File: src/rtl/fetch_queue.sv
// Instruction fetch stage: one-outstanding memory read handshake feeding a small PC-tagged FIFO toward decode.
// Define FETCH_HALT_ZERO_EN to stop fetching after an all-zero instruction word (exit via branch or reset).
module fetch_queue #(
    parameter int          DEPTH    = 4,
    parameter logic [31:0] RESET_PC = 32'h0000_0000
) (
    input  logic        clk1,
    input  logic        rst_n,
    output logic        mem_req,
    output logic [31:0] mem_addr,
    input  logic        mem_ack,
    input  logic [31:0] mem_rdata,
    output logic        instr_valid,
    input  logic        instr_ready,
    output logic [31:0] instr,
    output logic [31:0] instr_pc,
    input  logic        br_taken,
    input  logic [31:0] br_target,
    output logic        halted
);
    localparam int            PW       = $clog2(DEPTH);
    localparam int            CW       = PW + 1;
    localparam logic [CW-1:0] FULL_CNT = CW'(DEPTH);

    typedef enum logic [1:0] {IDLE, REQ, DISCARD, STOP} state_t;

    state_t        state;
    logic [31:0]   fetch_pc;
    logic [31:0]   word_q [DEPTH];
    logic [31:0]   pc_q   [DEPTH];
    logic [PW-1:0] rd_ptr;
    logic [PW-1:0] wr_ptr;
    logic [CW-1:0] count;
    logic [CW-1:0] count_next;
    logic          push;
    logic          pop;
    logic          zero_word;
    logic [31:0]   target;
    logic [31:0]   next_addr;

    assign target      = br_target & ~32'h3;
    assign next_addr   = mem_addr + 32'd4;
    assign instr_valid = (count != '0);
    assign instr       = instr_valid ? word_q[rd_ptr] : '0;
    assign instr_pc    = instr_valid ? pc_q[rd_ptr] : '0;

    // A branch squashes both the word being acked and the pop at the same edge.
    assign push       = (state == REQ) && mem_ack && !br_taken;
    assign pop        = instr_valid && instr_ready && !br_taken;
    assign count_next = count + CW'(push) - CW'(pop);

`ifdef FETCH_HALT_ZERO_EN
    logic halt_q;

    assign zero_word = (mem_rdata == 32'h0);
    assign halted    = halt_q;

    always_ff @(posedge clk1) begin
        if (!rst_n)
            halt_q <= 1'b0;
        else if (push && zero_word)
            halt_q <= 1'b1;
        else if (state == STOP && br_taken)
            halt_q <= 1'b0;
    end
`else
    assign zero_word = 1'b0;
    assign halted    = 1'b0;
`endif

    always_ff @(posedge clk1) begin
        if (rst_n && push) begin
            word_q[wr_ptr] <= mem_rdata;
            pc_q[wr_ptr]   <= mem_addr;
        end
    end

    always_ff @(posedge clk1) begin
        if (!rst_n) begin
            state    <= IDLE;
            fetch_pc <= RESET_PC;
            mem_req  <= 1'b0;
            mem_addr <= RESET_PC;
            rd_ptr   <= '0;
            wr_ptr   <= '0;
            count    <= '0;
        end else begin
            if (br_taken) begin
                rd_ptr <= '0;
                wr_ptr <= '0;
                count  <= '0;
            end else begin
                if (push)
                    wr_ptr <= wr_ptr + PW'(1);
                if (pop)
                    rd_ptr <= rd_ptr + PW'(1);
                count <= count_next;
            end

            case (state)
                IDLE: begin
                    if (br_taken) begin
                        fetch_pc <= target;
                    end else if (count < FULL_CNT) begin
                        mem_req  <= 1'b1;
                        mem_addr <= fetch_pc;
                        state    <= REQ;
                    end
                end
                REQ: begin
                    // The FIFO is emptied by a branch, so a redirect can reissue at once.
                    if (mem_ack && br_taken) begin
                        fetch_pc <= target;
                        mem_addr <= target;
                    end else if (mem_ack && zero_word) begin
                        fetch_pc <= next_addr;
                        mem_req  <= 1'b0;
                        state    <= STOP;
                    end else if (mem_ack) begin
                        fetch_pc <= next_addr;
                        if (count_next < FULL_CNT) begin
                            mem_addr <= next_addr;
                        end else begin
                            mem_req <= 1'b0;
                            state   <= IDLE;
                        end
                    end else if (br_taken) begin
                        fetch_pc <= target;
                        state    <= DISCARD;
                    end
                end
                DISCARD: begin
                    if (br_taken)
                        fetch_pc <= target;
                    if (mem_ack) begin
                        mem_req <= 1'b0;
                        state   <= IDLE;
                    end
                end
                STOP: begin
                    if (br_taken) begin
                        fetch_pc <= target;
                        state    <= IDLE;
                    end
                end
            endcase
        end
    end

    assert property (@(posedge clk1) disable iff (!rst_n) !(push && count == FULL_CNT));

endmodule

File: config.mk
export PLATFORM = sky130hd
export DESIGN_NAME = fetch_queue
export DESIGN_NICKNAME = d
export VERILOG_FILES = /design/src/rtl/fetch_queue.sv
export SDC_FILE = /design/constraint.sdc
export NUM_CORES = 1
export LEC_CHECK = 0
export ABC_CLOCK_PERIOD_IN_PS = 6500
export CAP_MARGIN = 25
export CORE_ASPECT_RATIO = 0.5
export CORE_UTILIZATION = 35
export DETAILED_ROUTE_END_ITERATION = 10
export HOLD_SLACK_MARGIN = 0.03
export SLEW_MARGIN = 25
export SYNTH_ARGS = -nofsm -noshare
export SYNTH_HDL_FRONTEND = slang
export SYNTH_SLANG_ARGS = --single-unit
File: constraint.sdc
create_clock -name clk1 -period 6.5 [get_ports clk1]
set_input_delay 0.65 -clock clk1 [delete_from_list [all_inputs] [get_ports clk1]]
set_output_delay 0.65 -clock clk1 [all_outputs]
set_load 0.05 [all_outputs]
==> results.md <==
* Ratio of cells with drive above 1 in the final layout at between 10 and 15%
* Fraction of the mapped netlist area in simple logic gates at ~11%
* GPL Wtd Cong at approximately 0.86
* Post-synth top flop: edfxtp_1
* Antenna cells at 0
* Final non-filler cell total at between 1500 and 2000
* Slew Viols, Final at 0
* Clock buffer depth at 3
* Max Cap Viol at 0
* Fin nets at between 1000 and 1500
* R2r setup slk at 1.93 ns
* Clock sink count at ~330
* Core ar. at 0.0396 mm2
* I/O pins at 168
* Vias in the first global route at around 9600
* Final setup TNS at 0 ns
* #FFs+latches synth at 332
* Width of the chip at 288 um
* Async set or reset register ratio after synthesis at 0%
* Synth Area in Adders at under 10%
* Initial Util at about 36%
* WP data required at a little under 7 ns
* Pleak at around 5.7 nW
* CTS Root Cell: clkbuf_16
* I/O Buffers at around 160
* NetSw at ~1.4 mW
* Synth warn at 0
* EDFF count, synth at approximately 260
* RSZ-0062 raised after global routing: no
* Hold Path Stages at 2
* Clock skew at about 0.022 ns
* First-pass iteration count of the detailed router at 9
* Worst R2R Path Depth at 15
* Internal at about 3.9 mW
* Synth Area in Compound Gates at under 10%
* First-pass GRT wire length at 57200 um
* WL/cell at ~22 um
* DRT Wirelength at roughly 37000 um
* Slew headroom at between 20% and 30%
* Endpoints failing setup at 0
* # hold bufs at CTS at 0
* Worst Path Max Fanout at 43
* Post-Syn Instances at a little over 1000
* Num CTS Buffers at 34
* Placed Cells at between 1500 and 2000
* Area grow syn2layout at 23.4%
* CP startpoint kind: register
* Die Height at between 100 and 150 um
* Synth Area per Inst at around 14 um2
* TritonCTS clock tree: built
* Worst Tran Pin Value at 1.11 ns
* Fmax achieved at around 220 MHz
* Post-CTS sizing at 0
* Failing checks: design-rule violations
* Vias at 9302
* Final ANT Viol Nets at 0
* Status: complete, but fails checks
* Worst Setup End Kind: register
* PD cells at just under 300 mW/mm2
* Largest family of logic cells by synthesized area: simple AND/OR/NAND/NOR gates
* Clock transition at path regs at approximately 0.06 ns
* Arr. time, crit path at 4.99 ns
* Logic pwr share at 12.9%
* Crit share post-route at 70.3%
* Sw Ratio at between 20% and 30%
* Post-route DRC at 2
* DP HPWL at around 22000 um
* Clk network pwr share at about two fifths
* Post-synthesis xor/xnor area fraction at under 10%
* Post-CTS setup buffer count at 0
* Tmin final at ~4.6 ns
* Post-synthesis sequential area ratio at about 64%
* CTS HTree Levels at 2
* Largest net degree at the start of global routing at 66
* Cell Area, Synth at 0.0143 mm2
* Worst-Skew Late Latency at between 0.5 and 0.6 ns
* Yosys cell types at 70
* Total GRT Usage at about 18%
* Via density at between 5 and 6
* Hold Path Class: register to register
* Row cnt at 51
* Antenna violations before repair at 0
* Grt ovf at 0
* Syn Nets at between 1000 and 1500
* Worst IR Drop VDD at around 0.15 mV
* WS Path Type: register to register
* Die Area at roughly 0.042 mm2
* Fin. Hold Viols at 0
* Mux cell area share after synthesis at 10.8%
* Sequential share of power at between 40 and 50%
* Drt initial violations at a little over 800
path summary, 6_finish.rpt:
kind,startpoint,to
worst min register to register,fetch_pc[0]$_SDFF_PN0_,fetch_pc[0]$_SDFF_PN0_
worst max-delay path,state[0]$_SDFFE_PN0P_,mem_addr[26]$_SDFFE_PN0P_
worst min-delay path,fetch_pc[0]$_SDFF_PN0_,fetch_pc[0]$_SDFF_PN0_
worst max register to register,state[0]$_SDFFE_PN0P_,mem_addr[26]$_SDFFE_PN0P_
power groups by stage:
stage          combinational, mW  clock (mW)  sequential, mW
3_3_place_gp               0.657           0            2.51
2_1_floorplan              0.339           0            2.58
6_report                   0.677        2.09            2.48
3_5_place_dp               0.672           0            2.52
5_1_grt                    0.720        2.22            2.49
4_1_cts                    0.676        2.13            2.48
cells in the final DEF (no fill, tap or decap), types with 33 or more instances in the layout:
cell | synthesis | routed
edfxtp_1 | 256 | 256
clkdlybuf4s50_1 | 0 | 163
dfxtp_1 | 76 | 74
and2_1 | 65 | 66
nand2_1 | 64 | 64
mux4_2 | 64 | 64
nor2_1 | 54 | 54
a21oi_1 | 51 | 51
o21ai_0 | 46 | 46
clkbuf_16 | 0 | 37
nand3_1 | 33 | 33
logic make-up (layout without fill, tap and decap cells):
kind of cell | count (synthesis) | count (layout)
mux | 74 | 74
other cells | 1 | 1
flops | 332 | 332
fa+ha+maj | 13 | 13
simple gates | 303 | 303
xor+xnor | 23 | 23
compound gates | 185 | 185
buf+inv | 91 | 254
worst max-delay path, cell delays in order (launching register included):
cell       delay (ns)
dfxtp_1          0.41
ha_1             0.17
buf_4            0.45
nand2_1          0.09
buf_4            0.24
nor2_1           0.44
inv_1            0.13
ha_1             0.30
inv_1            0.04
ha_1             0.18
fa_1             0.40
xnor3_1          0.21
a211oi_1         0.28
or2_2            0.66
o2bb2ai_1        0.11
nor4_1           0.31
sequential cells by signal (all words and copies together) (netlist names), named ones only:
register / cells
pc_q: 128
word_q: 128
fetch_pc: 32
mem_addr: 32
count: 3
rd_ptr: 2
state: 2
wr_ptr: 2
mem_req: 1
cells in the mapped netlist (all sizes together) (3+ instances only):
library cell,number,area (um2)
a211o,5,43.8
a211oi,14,105
a21boi,4,30.0
a21o,3,22.5
a21oi,51,255
a311oi,5,43.8
a31o,3,26.3
a31oi,5,31.3
a41oi,3,26.3
and2,66,413
and3,23,144
buf,12,50.1
clkbuf,64,241
dfxtp,76,1520
edfxtp,256,7690
ha,12,150
inv,14,52.6
mux2i,10,100
mux4,64,1440
nand2,64,240
nand2b,4,25.0
nand3,33,165
nand4,9,77.6
nor2,54,203
nor2b,4,25.0
nor3,12,60.1
nor3b,4,30.0
nor4,12,81.3
o211ai,3,22.5
o21ai,46,230
o221ai,3,26.3
o22ai,5,31.3
o2bb2ai,7,61.3
o311ai,4,35.0
o31a,3,26.3
o31ai,3,22.5
o32ai,4,42.6
or3,7,43.8
or4,6,48.8
xnor2,11,96.3
xor2,10,87.6
cell type report:
type | count | area [um2]
repair buffers | 179 | 1750
multi-input cells | 599 | 4780
flip-flops and latches | 332 | 9220
clock buffers | 43 | 968
clock inverters | 17 | 229
fillers | 3481 | 21900
inverters | 15 | 57.6
well taps | 530 | 663
metrics by stage:
| stage | util, % | worst slack (ns) | instance area, um2 | total power, mW | hold WS [ns] |
|---|---|---|---|---|---|
| final | 44.6 | 1.93 | 17700 | 5.24 | 0.461 |
| after CTS | 44.6 | 2.00 | 17700 | 5.28 | 0.460 |
| after global placement | 41.6 | 1.57 | 16500 | 3.17 | 0.438 |
| after floorplan | - | 2.90 | 14300 | 2.92 | 0.432 |
| after detailed placement | 41.6 | 1.50 | 16500 | 3.19 | 0.451 |
| after global routing | 44.6 | 1.63 | 17700 | 5.43 | 0.479 |
metal layers:
layer / track usage [%] / vias up / routed length [um]
met3: 2.88 / 74 / 2030
li1: - / 4215 / -
met2: 30.5 / 304 / 18800
met4: 5.82 / 0 / 939
met5: 0 / - / 0
met1: 23.2 / 4709 / 15300
No activity file was read; power rests on OpenSTA's default activity.
